<file path="config.mk">
export PLATFORM = sky130hd
export DESIGN_NAME = sat_counter
export DESIGN_NICKNAME = d
export VERILOG_FILES = /design/src/rtl/counter_seq_checker_sat_counter.sv
export SDC_FILE = /design/constraint.sdc
export NUM_CORES = 1
export LEC_CHECK = 0
export ABC_AREA = 1
export BUFFER_PORTS_ARGS = -buffer_cell sky130_fd_sc_hd__buf_4
export CAP_MARGIN = 25
export CORE_AREA = 2 2 39 41
export DETAILED_ROUTE_END_ITERATION = 16
export DIE_AREA = 0 0 41 43
export SLEW_MARGIN = 20
export SYNTH_ARGS = -nofsm -noshare
export SYNTH_HDL_FRONTEND = slang
export SYNTH_SLANG_ARGS = --single-unit
</file>
<file path="constraint.sdc">
create_clock -name clk -period 1.3 [get_ports clk]
set_input_delay 0.26 -clock clk [delete_from_list [all_inputs] [get_ports clk]]
set_output_delay 0.26 -clock clk [all_outputs]
set_load 0.05 [all_outputs]
</file>
<file path="src/rtl/counter_seq_checker_sat_counter.sv">
// Saturating up-counter with synchronous clear; clear beats increment.
module sat_counter #(
    parameter int W = 4
) (
    input  logic         clk,
    input  logic         rst_n,
    input  logic         inc,
    input  logic         clr,
    output logic [W-1:0] q
);
    always_ff @(posedge clk or negedge rst_n) begin
        if (!rst_n)
            q <= '0;
        else if (clr)
            q <= '0;
        else if (inc && (q != '1))
            q <= q + W'(1);
    end
endmodule

</file>
**After elaboration in Yosys (flattened, before gate mapping)**

Cells that the tools add are included.
W data, S select, Z words.

- Register bits after elaboration: 4
- Bits of input ports: 4
- Output and inout port bits: 4

- Add/sub/neg operators: 1
- Eq/ne operators: 1
- Mux-type cells: 2
- Reduce and logical (&&, ||, !) cells: 2

Operators by type and width:

| operator | number |
|---|---|
| $mux W4 | 2 |
| $add A4 B1 Y4 const B | 1 |
| $ne A4 B4 Y1 const B | 1 |
| $reduce_bool A2 Y1 | 1 |
| $logic_and A1 B1 Y1 | 1 |

**Longest topological paths before layout**

Gate-level depths: netlist of run 1.

- Word-level depth: 4
- Depth in mapped cells: 7

**Worst setup path after synthesis of run 1**

No wires, ideal clock.

- Path kind: flip-flop to flip-flop
- Start point: reg q[0]
- End point: reg q[3]
- Setup time: 0.066 ns
- Arrival time: 1.342 ns
- Slack: -0.109 ns
- Stages on the path, launching flop included: 8
- Path buffers: 0
- Period minus slack after synthesis: 1.409 ns
- Cell sequence: dfrtp_1 -> ha_1 -> nand3_1 -> nand2_2 -> nand2_2 -> inv_2 -> nand2_1 -> nand2_1

- Word-level cells in the longest chain between the ends: 3
- Elaborated cells between the ends (all ways): 6

RTL lines:

| element | RTL line | RTL |
|---|---|---|
| start, declared | 9 | `output logic [W-1:0] q` |
| start signal, assigned | 17 | `q <= q + W'(1);` |
| $add A4 B1 Y4 / $ne A4 B4 Y1 (equally long branches) | 17, 16 |  |
| $mux W4 / $logic_and A1 B1 Y1 (equally long branches) | 16 | `else if (inc && (q != '1))` |
| $mux W4 / $reduce_bool A2 Y1 (equally long branches) | n/a |  |

Several ways; a longest one is shown, not always the timed one. The select of a mux whose other input is x is not followed.
A chain may end at the register's enable or synchronous reset.

**Worst setup path after layout of run 1**

- Start point: reg q[2]
- End point: out q[2]

No word-level cell between the ends.

==> summary.md, run 1 <==
| Metric | Value |
|---|---|
| # DRC | 0 |
| Pin count of the biggest net entering global routing | 7 |
| Count of cell types in the netlist | 10 |
| Crit share post-route | between 80% and 90% |
| Worst Path Max Fanout | 6 |
| CTS buffer count | 3 |
| Top reg by flops | q |
| Crit path depth | 1 |
| Slew Limit Fails | 0 |
| Post-synthesis sequential area ratio | approximately 45% |
| Fmax | ~0.86 GHz |
| Fin. Hold Viols | 0 |
| Final Cell Area | 334 um2 |
| Relative slew margins | between 80 and 90% |
| Pwr Density | ~1200 mW/mm2 |
| Worst IR drop on VDD | about 0.00044 V |
| Min cycle time layout | roughly 1200 ps |
| Grt ovf | 0 |
| Seq pwr share | ~37% |
| PostCTS Resize Cnt | 0 |
| Share of post-route cells with drive strength above 1 | a little over a third |
| Post-layout util | ~24% |
| Max reg flops | 4 |
| CTS Root Cell | clkbuf_4 |
| Final setup margin | roughly 140 ps |
| WS Path Type | flip-flop to output port |
| Reg2reg end | q[3] |
| DRT Pass-1 Iters | 2 |
| Clk_skew | approximately 1.3 ps |
| YS warnings | 0 |
| Leakage | between 0.15 and 0.2 nW |
| Diode count | 0 |
| Chip Height | 43 um |
| Setup violations, final | 0 |
| Area Growth Syn to Fin | 50.0% |
| Worst path slowest cell | dfrtp_1 |
| Dpl ws | 152 ps |
| Psw | ~0.11 mW |
| Crit-path cells | buf_4 |
| Comb pwr share | a little under a fifth |
| Core Box Area | between 0.001 and 0.0015 mm2 |
| CP bufs+invs | 1 |
| Vias in the first global route | about 210 |
| Post-route ant nets | 0 |
| IO buf count | 7 |
| Post-Route WL | ~510 um |
| CP arrival | roughly 900 ps |
| First-pass GRT wire length | around 850 um |
| IO Pins | 8 |
| Measured slew at the worst slew-check pin | 195 ps |
| CTS tree | built |
| Required @ worst endpoint | 1040 ps |
| Final non-filler cell total | 57 |
| Type of origin of the critical path | flip-flop |
| Fin nets | 47 |
| Setup TNS | 0 ps |
| Clock-pin slew on the worst setup and hold paths | roughly 40 ps |
| Placer Congestion | between 0.7 and 0.8 |
| Sink Count | 4 |
| Mean Syn Cell Area | 7.68 um2 |
| Outcome | complete, no violations |
| Net Sw Frac | just under 30% |
| GR Util All Layers | under 10% |
| Netlist Area Pre-Place | about 220 um2 |
| Crit-path leading delay family | flip-flops |
| R2R setup slack | around 140 ps |
| Worst Setup EP | q[2] |
| Int Power | around 0.28 mW |
| Max clock buf depth | 2 |
| Slowest stage delay, CP | ~430 ps |
| Post-detailed-route wirelength per cell | approximately 9 um |
| Inst Count DP | 52 |
| RSZ-0062 raised after global routing | no |
| HP Class | input pin to flip-flop |
| Worst reg2reg path startpoint | q[0] |
| DR iter-0 viols | 4 |
| Die area | 0.00176 mm2 |
| Post-CTS setup buffer count | 0 |
| Die span in x | approximately 40 um |
| Critical Path Start | q[2] |
| Clock power frac | a little over two fifths |
| Initial Util | between 10% and 20% |
| Row count | 14 |
| CP Capture Type | output port |
| Half-perimeter wire length after placement | 398 um |
| Vias | 240 |
| Top flop regs | q: 4 flops |
| Register-to-Register Path Depth | 7 |
| DP Area | approximately 300 um2 |
| Maxcap violations | 0 |
| Yosys reg bits | 4 |
| Mapped Cells | 29 |
| Syn Nets | 34 |
| Via/cell ratio | roughly 4.2 |
| # H-tree levels | 1 |
| Antenna violations before repair | 0 |
| Clock Latency Late Sink | ~240 ps |
worst min-delay path, delay by kind of cell:
family	cells	cell delay, ps
simple gates	3	120
buf+inv	1	80
cells in the final DEF, fill, tap and decap left out, drive strengths merged:
master / count
clkbuf: 4
xor2: 1
ha: 1
nor2: 1
inv: 4
dfrtp: 4
dlygate4sd3: 1
nand2: 12
nand4: 2
buf: 7
nand3: 4
cell families (layout without fill, tap and decap cells):
logic type    after synthesis  after routing  synth area share [%]
simple gates               19             19                  38.8
flops                       4              4                  44.9
buf+inv                     4             16                  6.74
fa+ha+maj                   1              1                  5.62
xor+xnor                    1              1                  3.93
worst min-delay path by stage:
stage	startpoint	end	slack, ps	depth (start not counted)
5_1_grt	clr	q[0]	280	4
2_1_floorplan	rst_n	q[0]	-40	0
6_report	clr	q[0]	270	4
3_5_place_dp	rst_n	q[3]	60	1
3_3_place_gp	rst_n	q[2]	60	1
4_1_cts	clr	q[0]	270	4
through the flow:
step | hold slack, ps | power, mW
floorplan | -35.6 | 0.190
global placement | 57.2 | 0.217
detailed placement | 60.5 | 0.219
CTS | 271 | 0.398
global route | 282 | 0.418
finish | 271 | 0.389
power groups by stage:
stage / clock network, mW / logic, mW / registers, mW
6_report: 0.171 / 0.0725 / 0.145
5_1_grt: 0.191 / 0.0790 / 0.148
4_1_cts: 0.178 / 0.0737 / 0.146
3_5_place_dp: 0 / 0.0713 / 0.147
3_3_place_gp: 0 / 0.0700 / 0.147
2_1_floorplan: 0 / 0.0200 / 0.170
cells in the mapped netlist:
cell type / count / area, um2
dfrtp_1: 4 / 100
ha_1: 1 / 12.5
inv_1: 3 / 11.3
inv_2: 1 / 3.75
nand2_1: 10 / 37.5
nand2_2: 2 / 12.5
nand3_1: 4 / 20.0
nand4_1: 2 / 12.5
nor2_1: 1 / 3.75
xor2_1: 1 / 8.76
repair_timing:
action | 4_1_cts | 5_1_grt
hold buffers | 1 | 0
endpoints found under the hold margin | 4 | 0
endpoints found under the setup margin | 0 | 0
per-layer routing:
layer  global-route usage (%)  wire length [um]
met1                     8.71               224
met2                     9.06               231
met3                     6.28                39
met4                     8.00                14
met5                        0                 0
layout make-up:
class                   count  area (um2)
clock buffers               4        26.3
well taps                  16        20.0
multi-input cells          21         108
inverters                   4        15.0
repair buffers              8        62.6
fillers                   163        1050
flip-flops and latches      4         103
Power figures use the tool's default switching activity.
==> inputs of run 2 (changes only) <==
GPL_TIMING_DRIVEN = 1   (was unset)
SETUP_SLACK_MARGIN = 0.4   (was unset)
==> summary.md, run 2 (synthesis results as in run 1) <==
| Metric | Value |
|---|---|
| Worst IR drop on VDD | between 0.0004 and 0.0005 V |
| Final Cell Area | 395 um2 |
| Max reg flops | 4 |
| Row count | 14 |
| Core Box Area | roughly 0.0014 mm2 |
| Slowest stage delay, CP | between 400 and 500 ps |
| HP Class | input pin to flip-flop |
| Grt ovf | 0 |
| First-pass GRT wire length | between 900 and 1000 um |
| Half-perimeter wire length after placement | 392 um |
| Initial Util | 16.1% |
| Measured slew at the worst slew-check pin | between 100 and 150 ps |
| Relative slew margins | 91.4% |
| Reg2reg end | q[0] |
| Antenna violations before repair | 0 |
| CP Capture Type | output port |
| Most frequent cells in the layout | nand2_1, buf_4, buf_6, dfrtp_2 |
| Diode count | 0 |
| Post-detailed-route wirelength per cell | 8.85 um |
| Worst path slowest cell | dfrtp_2 |
| CTS Root Cell | clkbuf_4 |
| Fmax | roughly 0.9 GHz |
| Via/cell ratio | around 4.1 |
| Hold_sp | clr |
| Die area | ~0.0018 mm2 |
| # DRC | 0 |
| Most common cell after layout, fill and taps aside | nand2_1 |
| Min cycle time layout | between 1000 and 1500 ps |
| Die span in x | between 40 and 50 um |
| GR Util All Layers | 8.63% |
| Sink Count | 4 |
| DR iter-0 viols | 4 |
| Fill count | ~160 |
| Vias in the first global route | about 250 |
| # H-tree levels | 1 |
| DRT Pass-1 Iters | 4 |
| CTS buffer count | 3 |
| R2R setup slack | 260 ps |
| CTS tree | built |
| RSZ-0062 raised after global routing | yes |
| Fin. Hold Viols | 0 |
| Hold endpoint | q[0] |
| Worst reg2reg path startpoint | q[0] |
| Leakage | between 0.2 and 0.25 nW |
| Area Growth Syn to Fin | 77.5% |
| Max clock buf depth | 2 |
| Setup TNS | 0 ps |
| Critical Path Start | q[0] |
| Clock Latency Late Sink | 230 ps |
| Required @ worst endpoint | around 1000 ps |
| CP arrival | approximately 830 ps |
| Fin nets | 51 |
| Crit share post-route | roughly 84% |
| CP bufs+invs | 1 |
| DP Area | ~320 um2 |
| Chip Height | 43 um |
| IO Pins | 8 |
| Top flop regs | q: 4 flops |
| Post-layout util | between 20% and 30% |
| Setup violations, final | 0 |
| Clk_skew | a little over 8 ps |
| Outcome | complete, no violations |
| Share of post-route cells with drive strength above 1 | 52.3% |
| Hold Path Depth | 4 |
| Type of origin of the critical path | flip-flop |
| Top reg by flops | q |
| Crit-path leading delay family | flip-flops |
| Vias | 246 |
| Clock-pin slew on the worst setup and hold paths | around 30 ps |
| Crit-path cells | buf_6 |
| Pin count of the biggest net entering global routing | 6 |
| Post-route ant nets | 0 |
| Pwr Density | about 990 mW/mm2 |
| WS Path Type | flip-flop to output port |
| Maxcap violations | 0 |
| Worst Path Max Fanout | 3 |
| Post-Route WL | about 530 um |
| Register-to-Register Path Depth | 7 |
| Slew Limit Fails | 0 |
| IO buf count | 7 |
| Placer Congestion | approximately 0.68 |
| Final total power | 0.393 mW |
## run 2: cell types whose count changed in the layout (fill, tap and decap cells not counted)
cell      change
buf_6         +4
clkbuf_1      -1
dfrtp_1       -2
dfrtp_2       +2
ha_1          -1
ha_4          +1
nand3_1       -1
nand3_2       +1
## run 2: routing by layer
metal	GRT usage, %	part of all wire, %	vias up
met5	0	0	-
met4	6.00	0	0
met3	5.24	7.9	0
met2	12.8	51	11
met1	8.36	41	112
li1	-	-	123
## run 2: final cells by class
| type | instances | area, um2 | share of cell area [%] |
|---|---|---|---|
| multi-input combinational | 21 | 125 | 31.6 |
| timing repair buffer | 12 | 108 | 27.2 |
| sequential | 4 | 105 | 26.6 |
| clock buffer | 3 | 22.5 | 5.70 |
| tap | 16 | 20.0 | 5.06 |
| inverter | 4 | 15.0 | 3.80 |
## run 2: worst max path at each step
stage                 to  slack [ps]  depth (start not counted)
floorplan           q[0]         140                          7
global placement    q[1]         240                          7
detailed placement  q[0]         230                          7
CTS                 q[1]         200                          1
global route        q[0]         180                          1
finish              q[0]         210                          1
## run 2: timing repair
item                                    CTS  global route
hold buffers                              1             0
buffers inserted                          4             0
resized for setup                         4             0
endpoints found under the setup margin    8             8
pin swaps                                 0             2
endpoints found under the hold margin     4             0
## run 2: metrics by stage
step	cells	hold slack (ps)	setup WS, ps
floorplan	29	-35.6	140
global placement	52	57.5	241
detailed placement	52	58.6	226
CTS	60	292	203
global route	60	299	179
finish	60	293	213
## run 2: power by group
group	leakage [nW]	internal (mW)	total [mW]	switching, mW
Clock	0.0138	0.103	0.152	0.0492
Combinational	0.148	0.0417	0.0957	0.0541
Sequential	0.0479	0.134	0.145	0.0113
